==> config.mk <==
export PLATFORM = sky130hd
export DESIGN_NAME = mem_port_arbiter
export DESIGN_NICKNAME = d
export VERILOG_FILES = /design/src/rtl/mem_port_arbiter.sv
export SDC_FILE = /design/constraint.sdc
export NUM_CORES = 1
export LEC_CHECK = 0
export ABC_CLOCK_PERIOD_IN_PS = 6300
export CELL_PAD_IN_SITES_DETAIL_PLACEMENT = 1
export CELL_PAD_IN_SITES_GLOBAL_PLACEMENT = 1
export CORE_MARGIN = 1.5
export CORE_UTILIZATION = 15
export CTS_CLUSTER_DIAMETER = 50
export CTS_CLUSTER_SIZE = 40
export DETAILED_ROUTE_END_ITERATION = 6
export GPL_TIMING_DRIVEN = 1
export MAX_ROUTING_LAYER = met4
export PLACE_DENSITY_LB_ADDON = 0.2
export SLEW_MARGIN = 20
export SYNTH_ARGS = -nofsm -noshare
export SYNTH_HDL_FRONTEND = slang
export SYNTH_SLANG_ARGS = --single-unit
==> constraint.sdc <==
create_clock -name clk -period 6.3 [get_ports clk]
set_input_delay 1.26 -clock clk [delete_from_list [all_inputs] [get_ports clk]]
set_output_delay 1.26 -clock clk [all_outputs]
set_load 0.02 [all_outputs]
==> src/rtl/mem_port_arbiter.sv <==
// Two-port arbiter for the shared instruction/data memory. Port 0 is the core controller
// and port 1 is the loader/debug DMA. It grants at most one access per cycle, supports
// locked bursts capped at MAX_BURST grants, and steers read data back to the requester
// that issued the read.
module mem_port_arbiter #(
    parameter int unsigned ADDR_W    = 32,
    parameter int unsigned DATA_W    = 32,
    parameter int unsigned READ_LAT  = 1,
    parameter int unsigned MAX_BURST = 8,
    localparam int unsigned BE_W     = DATA_W / 8
) (
    input  logic              clk,
    input  logic              rst,
    input  logic              req0,
    input  logic              lock0,
    input  logic              we0,
    input  logic [ADDR_W-1:0] addr0,
    input  logic [DATA_W-1:0] wdata0,
    input  logic [BE_W-1:0]   be0,
    input  logic              req1,
    input  logic              lock1,
    input  logic              we1,
    input  logic [ADDR_W-1:0] addr1,
    input  logic [DATA_W-1:0] wdata1,
    input  logic [BE_W-1:0]   be1,
    output logic              gnt0,
    output logic              gnt1,
    output logic              rvalid0,
    output logic              rvalid1,
    output logic [DATA_W-1:0] rdata0,
    output logic [DATA_W-1:0] rdata1,
    output logic              mem_en,
    output logic              mem_we,
    output logic [ADDR_W-1:0] mem_addr,
    output logic [DATA_W-1:0] mem_wdata,
    output logic [BE_W-1:0]   mem_be,
    input  logic [DATA_W-1:0] mem_rdata
);

    typedef enum logic [1:0] {StArb, StHold0, StHold1} state_t;

    localparam logic [7:0] MaxBurst = 8'(MAX_BURST);

    state_t              state_q, state_d;
    logic                rr_q, rr_d;
    logic [7:0]          burst_q, burst_d;
    logic                g0, g1;
    logic                own1, own_req, own_lock;
    logic [READ_LAT-1:0] tag_vld_q, tag_port_q;

    // Arbitration decision and next state for the ownership FSM
    always_comb begin
        state_d  = state_q;
        rr_d     = rr_q;
        burst_d  = burst_q;
        g0       = 1'b0;
        g1       = 1'b0;
        own1     = (state_q == StHold1);
        own_req  = own1 ? req1 : req0;
        own_lock = own1 ? lock1 : lock0;
        unique case (state_q)
            StArb: begin
                if (req0 && (!req1 || !rr_q)) begin
                    g0 = 1'b1;
                end else if (req1) begin
                    g1 = 1'b1;
                end
                if (g0 || g1) begin
                    // Favour the port that just lost out
                    rr_d = g0;
                    // A one-grant cap means a lock can never extend past its first access
                    if (((g0 && lock0) || (g1 && lock1)) && (MAX_BURST > 1)) begin
                        state_d = g0 ? StHold0 : StHold1;
                        burst_d = 8'd1;
                    end
                end
            end
            StHold0, StHold1: begin
                g0 = !own1 && req0;
                g1 = own1 && req1;
                if (own_req) begin
                    burst_d = burst_q + 8'd1;
                    if (!own_lock) begin
                        state_d = StArb;
                        burst_d = 8'd0;
                    end else if (burst_q + 8'd1 == MaxBurst) begin
                        // Burst cap reached: hand priority to the starved port
                        state_d = StArb;
                        burst_d = 8'd0;
                        rr_d    = !own1;
                    end
                end else if (!own_lock) begin
                    state_d = StArb;
                    burst_d = 8'd0;
                end
            end
            default: state_d = StArb;
        endcase
    end

    // FSM, round-robin pointer and burst counter registers
    always_ff @(posedge clk or posedge rst) begin
        if (rst) begin
            state_q <= StArb;
            rr_q    <= 1'b0;
            burst_q <= 8'd0;
        end else begin
            state_q <= state_d;
            rr_q    <= rr_d;
            burst_q <= burst_d;
        end
    end

    // Grants and memory-side mux; everything is forced low while reset is held
    always_comb begin
        gnt0      = g0 && !rst;
        gnt1      = g1 && !rst;
        mem_en    = gnt0 || gnt1;
        mem_we    = 1'b0;
        mem_addr  = '0;
        mem_wdata = '0;
        mem_be    = '0;
        if (gnt0) begin
            mem_we    = we0;
            mem_addr  = addr0;
            mem_wdata = wdata0;
            mem_be    = be0;
        end else if (gnt1) begin
            mem_we    = we1;
            mem_addr  = addr1;
            mem_wdata = wdata1;
            mem_be    = be1;
        end
    end

    // Read tag pipeline tracks which port each in-flight read belongs to
    always_ff @(posedge clk or posedge rst) begin
        if (rst) begin
            tag_vld_q  <= '0;
            tag_port_q <= '0;
        end else begin
            tag_vld_q[0]  <= mem_en && !mem_we;
            tag_port_q[0] <= gnt1;
            for (int i = 1; i < READ_LAT; i++) begin
                tag_vld_q[i]  <= tag_vld_q[i-1];
                tag_port_q[i] <= tag_port_q[i-1];
            end
        end
    end

    // Return path: steer memory data to the owning port, zero otherwise
    always_comb begin
        rvalid0 = tag_vld_q[READ_LAT-1] && !tag_port_q[READ_LAT-1] && !rst;
        rvalid1 = tag_vld_q[READ_LAT-1] && tag_port_q[READ_LAT-1] && !rst;
        rdata0  = rvalid0 ? mem_rdata : '0;
        rdata1  = rvalid1 ? mem_rdata : '0;
    end

endmodule

==> results of run 1 <==
layout by cell type, fill, tap and decap left out, drive strengths merged, types with 3 or more instances in the layout:
master,n
a21boi,3
a22o,71
and2,68
and3,3
buf,4
clkbuf,4
clkdlybuf4s50,313
dfrtp,13
ha,4
inv,6
mux2i,4
nand2,13
nand3,5
nor2,8
o21ai,8
synthesized netlist by cell type (2+ instances only):
library cell,n,area [um2]
a21boi_0,2,15.0
a21o_1,2,15.0
a21oi_1,2,10.0
a22o_1,71,622
and2_1,67,419
and3_1,3,18.8
buf_2,7,35.0
buf_6,2,22.5
clkbuf_1,16,60.1
dfrtp_1,13,325
ha_1,4,50.1
inv_1,6,22.5
mux2i_1,4,40.0
nand2_1,13,48.8
nand2b_1,2,12.5
nand3_1,5,25.0
nor2_1,8,30.0
nor2b_1,2,12.5
o21ai_0,7,35.0
layer usage:
layer,vias up,GRT usage,wire (um)
met5,-,-,0
li1,1591,-,-
met2,191,0.351,7380
met1,1535,0.190,5070
met3,10,0.0425,1190
met4,0,0.0287,154
power by group through the flow:
stage               clock, mW  sequential (mW)  combinational [mW]
floorplan                   0            0.115               0.515
global placement            0            0.120               0.957
detailed placement          0            0.122               0.971
CTS                     0.124            0.120               0.976
global route            0.127            0.123                1.03
finish                  0.122            0.120               0.965
path summary, 6_finish.rpt:
kind,slack (ns),from,depth (start not counted),to
setup / recovery,0.96,req1,8,mem_addr[2]
hold / removal,0.54,burst_q[1],2,burst_q[1]
setup reg to reg,3.88,state_q[1],7,burst_q[4]
hold reg to reg,0.54,burst_q[1],2,burst_q[1]
max in group asynchronous,4.38,rst,2,rr_q
min in group asynchronous,1.55,rst,2,tag_vld_q
logic make-up after synthesis:
group,after synthesis
AND/OR/NAND/NOR,112
AO/OA/AOI/OAI,101
buffers and inverters,31
flip-flops,13
multiplexers,5
adder cells (fa/ha/maj),4
flip-flops by register name (all words and copies together), names as in the netlist:
register,cells
burst_q,8
rr_q,1
state_q,2
tag_port_q,1
tag_vld_q,1
critical path: stages:
cell and delay [ns]:
clkdlybuf4s50_1 0.62, a21boi_1 0.14, nor2_1 0.16, o211a_1 0.23, and2_2 0.55, buf_12 0.29, a22o_1 0.17, clkdlybuf4s50_1 0.62
area by class of cell:
cell class	count	area [um2]
inverters	6	22.5
repair buffers	317	3190
well taps	176	220
fillers	1594	7940
clock buffers	4	78.8
flip-flops and latches	13	325
multi-input cells	222	1630
==> flow_metrics.tcl, run 1 <==
set metrics [dict create \
    cts_tree "built" \
    drt-total-wl_um 13800 \
    post-route-period-util 0.848 \
    clock-sinks 13 \
    drt_iter0_drc 117 \
    placedCellCount 734 \
    irDropWorstVdd_mv 0.0926 \
    synth-simple-area-share 0.316 \
    root_buffer "clkbuf_16" \
    path_clk_slew_ns 0.05 \
    overflow 0 \
    yosysSeqAreaShare 0.156 \
    start_util 0.155 \
    place.gp.congestion 0.813 \
    combPwrFrac 0.800 \
    clockBufferDepth 2 \
    holdWs_ns 0.540 \
    worst-setup-path-type "primary input to output pin" \
    wl_per_cell_um 18.7 \
    cts_hold_buf 0 \
    numPortBuffers 313 \
    postPlaceCellArea_um2 5390 \
    io_pins 314 \
    synth_top_family_by_area "compound AO/OA/AOI/OAI gates" \
    die-area_um2 14600 \
    cp-start-kind "primary input" \
    status "complete, no violations" \
    hold_path_class "flip-flop to flip-flop" \
    die_h_um 121 \
    layout.cells.non_filler 738 \
    p_seq_frac 0.100 \
    p_per_area_nw_per_um2 221 \
    drt_pass1_iterations 6 \
    fp-row-count 42 \
    p_leak_nw 2.10 \
    synthMuxAreaShare 0.0264 \
    yosys_warnings 0 \
    async_flop_share 1.00 \
    setup_viol 0 \
    hpwlAfterDp_um 11800 \
    ys_types 49 \
    area_delta_synth_final_pct 162 \
    synthesis.area_um2 2080 \
    switchingPower_uw 539 \
    cts_resized 0 \
    synth_ff_type "dfrtp_1" \
    syn_avg_cell_area_um2 7.83 \
    numCtsBuffers 3 \
    switching_share 0.446 \
    crit_fanout 42 \
    place_ws_ns 0.915 \
    n_antenna_cell 0 \
    vias 3327 \
    p_total_mw 1.21 \
    cp_data_arrival_time_ns 4.08 \
    maxClockFrequency_ghz 0.187 \
    synth_edf_count 0 \
    max_slew_margin 0.616 \
    fin_tns_setup_ns 0 \
    grt_pass1_wl_um 20300 \
    grt_max_degree 73 \
    grt_pass1_vias 3550 \
    cts_setup_buffers 0 \
    finalMaxSlewViolations 0 \
    setup_slack_ns 0.959 \
    final_util 0.408 \
    grt_usage 0.182 \
    synth_nets 446 \
    finalInstanceArea_um2 5460 \
    power_frac_clock 0.101 \
    power.internal_uw 669 \
    finClkSkew_ns 0.00215 \
    drc_errors 0 \
    crit_required_ns 5.04 \
    drtAntennaViolNets 0 \
    core_um2 13400 \
    tightest_slew_ns 0.576 \
    rsz0062_at_grt "false" \
    die_w_um 121 \
    hold_violations 0 \
    end_kind "output pin" \
    synth_fa_ha_area_frac 0.0240 \
    htree_num_levels 1 \
    clock_latency_ns 0.24 \
    period_needed_ns 5.34 \
    antenna_found_initial 0 \
    routed_via_density 4.51 \
    synth_xor_area_frac 0 \
    final_nets 743 \
    yosys_register_bits 13 \
    syn_inst 266 \
    maxCapViolCount 0 \
    drive_above_1_share 0.0267 \
    synth-compound-area-share 0.410 \
]
Note: power is estimated with default switching activity, not from simulation.
==> inputs of run 2 (changes only) <==
--- a/config.mk
+++ b/config.mk
@@ -5,11 +5,11 @@
 export SDC_FILE = /design/constraint.sdc
 export NUM_CORES = 1
 export LEC_CHECK = 0
-export ABC_CLOCK_PERIOD_IN_PS = 6300
+export ABC_CLOCK_PERIOD_IN_PS = 5200
 export CELL_PAD_IN_SITES_DETAIL_PLACEMENT = 1
 export CELL_PAD_IN_SITES_GLOBAL_PLACEMENT = 1
 export CORE_MARGIN = 1.5
-export CORE_UTILIZATION = 15
+export CORE_UTILIZATION = 14
 export CTS_CLUSTER_DIAMETER = 50
 export CTS_CLUSTER_SIZE = 40
 export DETAILED_ROUTE_END_ITERATION = 6
==> constraint.sdc (replaced) <==
create_clock -name clk -period 5.2 [get_ports clk]
set_input_delay 1.04 -clock clk [delete_from_list [all_inputs] [get_ports clk]]
set_output_delay 1.04 -clock clk [all_outputs]
set_load 0.02 [all_outputs]
==> run 2 against run 1 <==
  * Combinational power is 22% higher
  * Sequential share of layout area hardly changed
  * Global-route usage is 0.55 points lower
  * Die area is 7.0% higher
  * Routed wire length is 3.2% higher
  * Power is 22% higher
  * Clock skew hardly changed
  * Sequential cell count stayed put
  * First-iteration DRC count is 13% higher
  * Clock power is 23% higher
  * Via count is 0.99% higher
  * Critical path type unchanged
==> flow_metrics.tcl, run 2 (synthesis gave the netlist of run 1 again) <==
set metrics [dict create \
    crit_fanout 49 \
    whs_path_depth 1 \
    cp_data_arrival_time_ns 3.51 \
    tightest_slew_ns 0.459 \
    rsz0062_at_grt "false" \
    worst-setup-path-type "primary input to output pin" \
    critPathMostFrequentCell "clkdlybuf4s50_1" \
    area_delta_synth_final_pct 164 \
    root_buffer "clkbuf_16" \
    clockBufferDepth 2 \
    cts_resized 0 \
    die_h_um 125 \
    fin_tns_setup_ns 0 \
    cts_hold_buf 0 \
    end_kind "output pin" \
    htree_num_levels 1 \
    overflow 0 \
    hold_path_class "flip-flop to flip-flop" \
    vias 3360 \
    cpMaxStageDelayCell "clkdlybuf4s50_1" \
    clock-sinks 13 \
    antenna_found_initial 0 \
    clock_latency_ns 0.24 \
    top_register "burst_q" \
    grt_usage 0.177 \
    core_um2 14500 \
    path_cells "clkdlybuf4s50_1, a21boi_1, nor2_1, o211a_1, and2_2, buf_12, a22o_1, clkdlybuf4s50_1" \
    numCtsBuffers 3 \
    grt_pass1_vias 3591 \
    die_w_um 125 \
    path_clk_slew_ns 0.05 \
    reg_top3 "burst_q x8, state_q x2" \
    cpPeakStageDelay_ns 0.68 \
    holdWs_ns 0.552 \
    drt_iter0_drc 132 \
    io_pins 314 \
    fp-row-count 44 \
    largest_reg_flops 8 \
    die-area_um2 15600 \
    p_per_area_nw_per_um2 268 \
    hold_violations 0 \
    irDropWorstVdd_mv 0.118 \
    start_util 0.143 \
    place.gp.congestion 0.812 \
    rr_worst_depth 7 \
    maxClockFrequency_ghz 0.220 \
    hpwlAfterDp_um 12200 \
    finalMaxSlewViolations 0 \
    cp-start-kind "primary input" \
    routed_via_density 4.49 \
    mostFrequentLayoutCell "clkdlybuf4s50_1" \
    cts_tree "built" \
    setup_viol 0 \
    p_total_mw 1.47 \
    max_slew_margin 0.694 \
    crit_required_ns 4.16 \
    post-route-period-util 0.875 \
    p_leak_nw 2.11 \
    grt_max_degree 71 \
    maxCapViolCount 0 \
    final_nets 745 \
    n_antenna_cell 0 \
    wl_per_cell_um 19.0 \
    drt_pass1_iterations 4 \
    finClkSkew_ns 0.00220 \
    drc_errors 0 \
    drtAntennaViolNets 0 \
    period_needed_ns 4.55 \
    drive_above_1_share 0.0301 \
    status "complete, no violations" \
    drt-total-wl_um 14200 \
    grt_pass1_wl_um 21100 \
    mostFrequentLayoutCells "313 x clkdlybuf4s50_1, 71 x a22o_1, 66 x and2_1" \
    num-fill-cells 1710 \
    numPortBuffers 313 \
    cts_setup_buffers 0 \
]
==> run 2: changes by cell type in the layout (fill, tap and decap cells not counted), sizes merged <==
cell and delta:
buf +2
==> run 2: cell type report <==
class,instances,area (um2),share of cell area
Tap cell,184,230,0.0419
Multi-Input combinational cell,222,1630,0.297
Sequential cell,13,325,0.0593
Inverter,6,22.5,0.00410
Timing Repair Buffer,319,3200,0.584
Clock buffer,4,78.8,0.0144
==> run 2: worst paths after layout <==
check,slack (ns),from,to
worst min register to register,0.55,burst_q[2],burst_q[2]
worst max-delay path,0.65,req1,mem_wdata[31]
min in group asynchronous,1.28,rst,burst_q[3]
max in group asynchronous,3.74,rst,rr_q
worst max register to register,2.81,state_q[0],burst_q[4]
worst min-delay path,0.55,burst_q[2],burst_q[2]
==> run 2: worst max-delay path, delay by kind of cell <==
| kind | cells | cell delay [ns] |
|---|---|---|
| buffers and inverters | 3 | 1.53 |
| and+or+nand+nor | 2 | 0.37 |
| AOI/OAI and AO/OA | 3 | 0.54 |
==> run 2: layer usage <==
| metal | part of all wire | vias to the layer above | global-route usage |
|---|---|---|---|
| li1 | - | 1591 | - |
| met1 | 0.38 | 1558 | 0.187 |
| met2 | 0.54 | 195 | 0.341 |
| met3 | 0.059 | 16 | 0.0252 |
| met4 | 0.023 | 0 | 0.0468 |
| met5 | 0 | - | - |
==> run 2: metrics by stage <==
step,util,instance area [um2],setup slack [ns],cells
after floorplan,-,2080,1.56,266
after global placement,0.372,5410,0.584,744
after detailed placement,0.372,5410,0.601,744
after CTS,0.378,5490,0.605,748
after global routing,0.378,5490,0.467,748
final,0.378,5490,0.652,748
==> run 2: where the power goes <==
group / internal (mW) / switching, mW / total, mW
sequential: 0.124 / 0.0218 / 0.146
combinational: 0.585 / 0.593 / 1.18
clock: 0.104 / 0.0463 / 0.150
total: 0.812 / 0.661 / 1.47
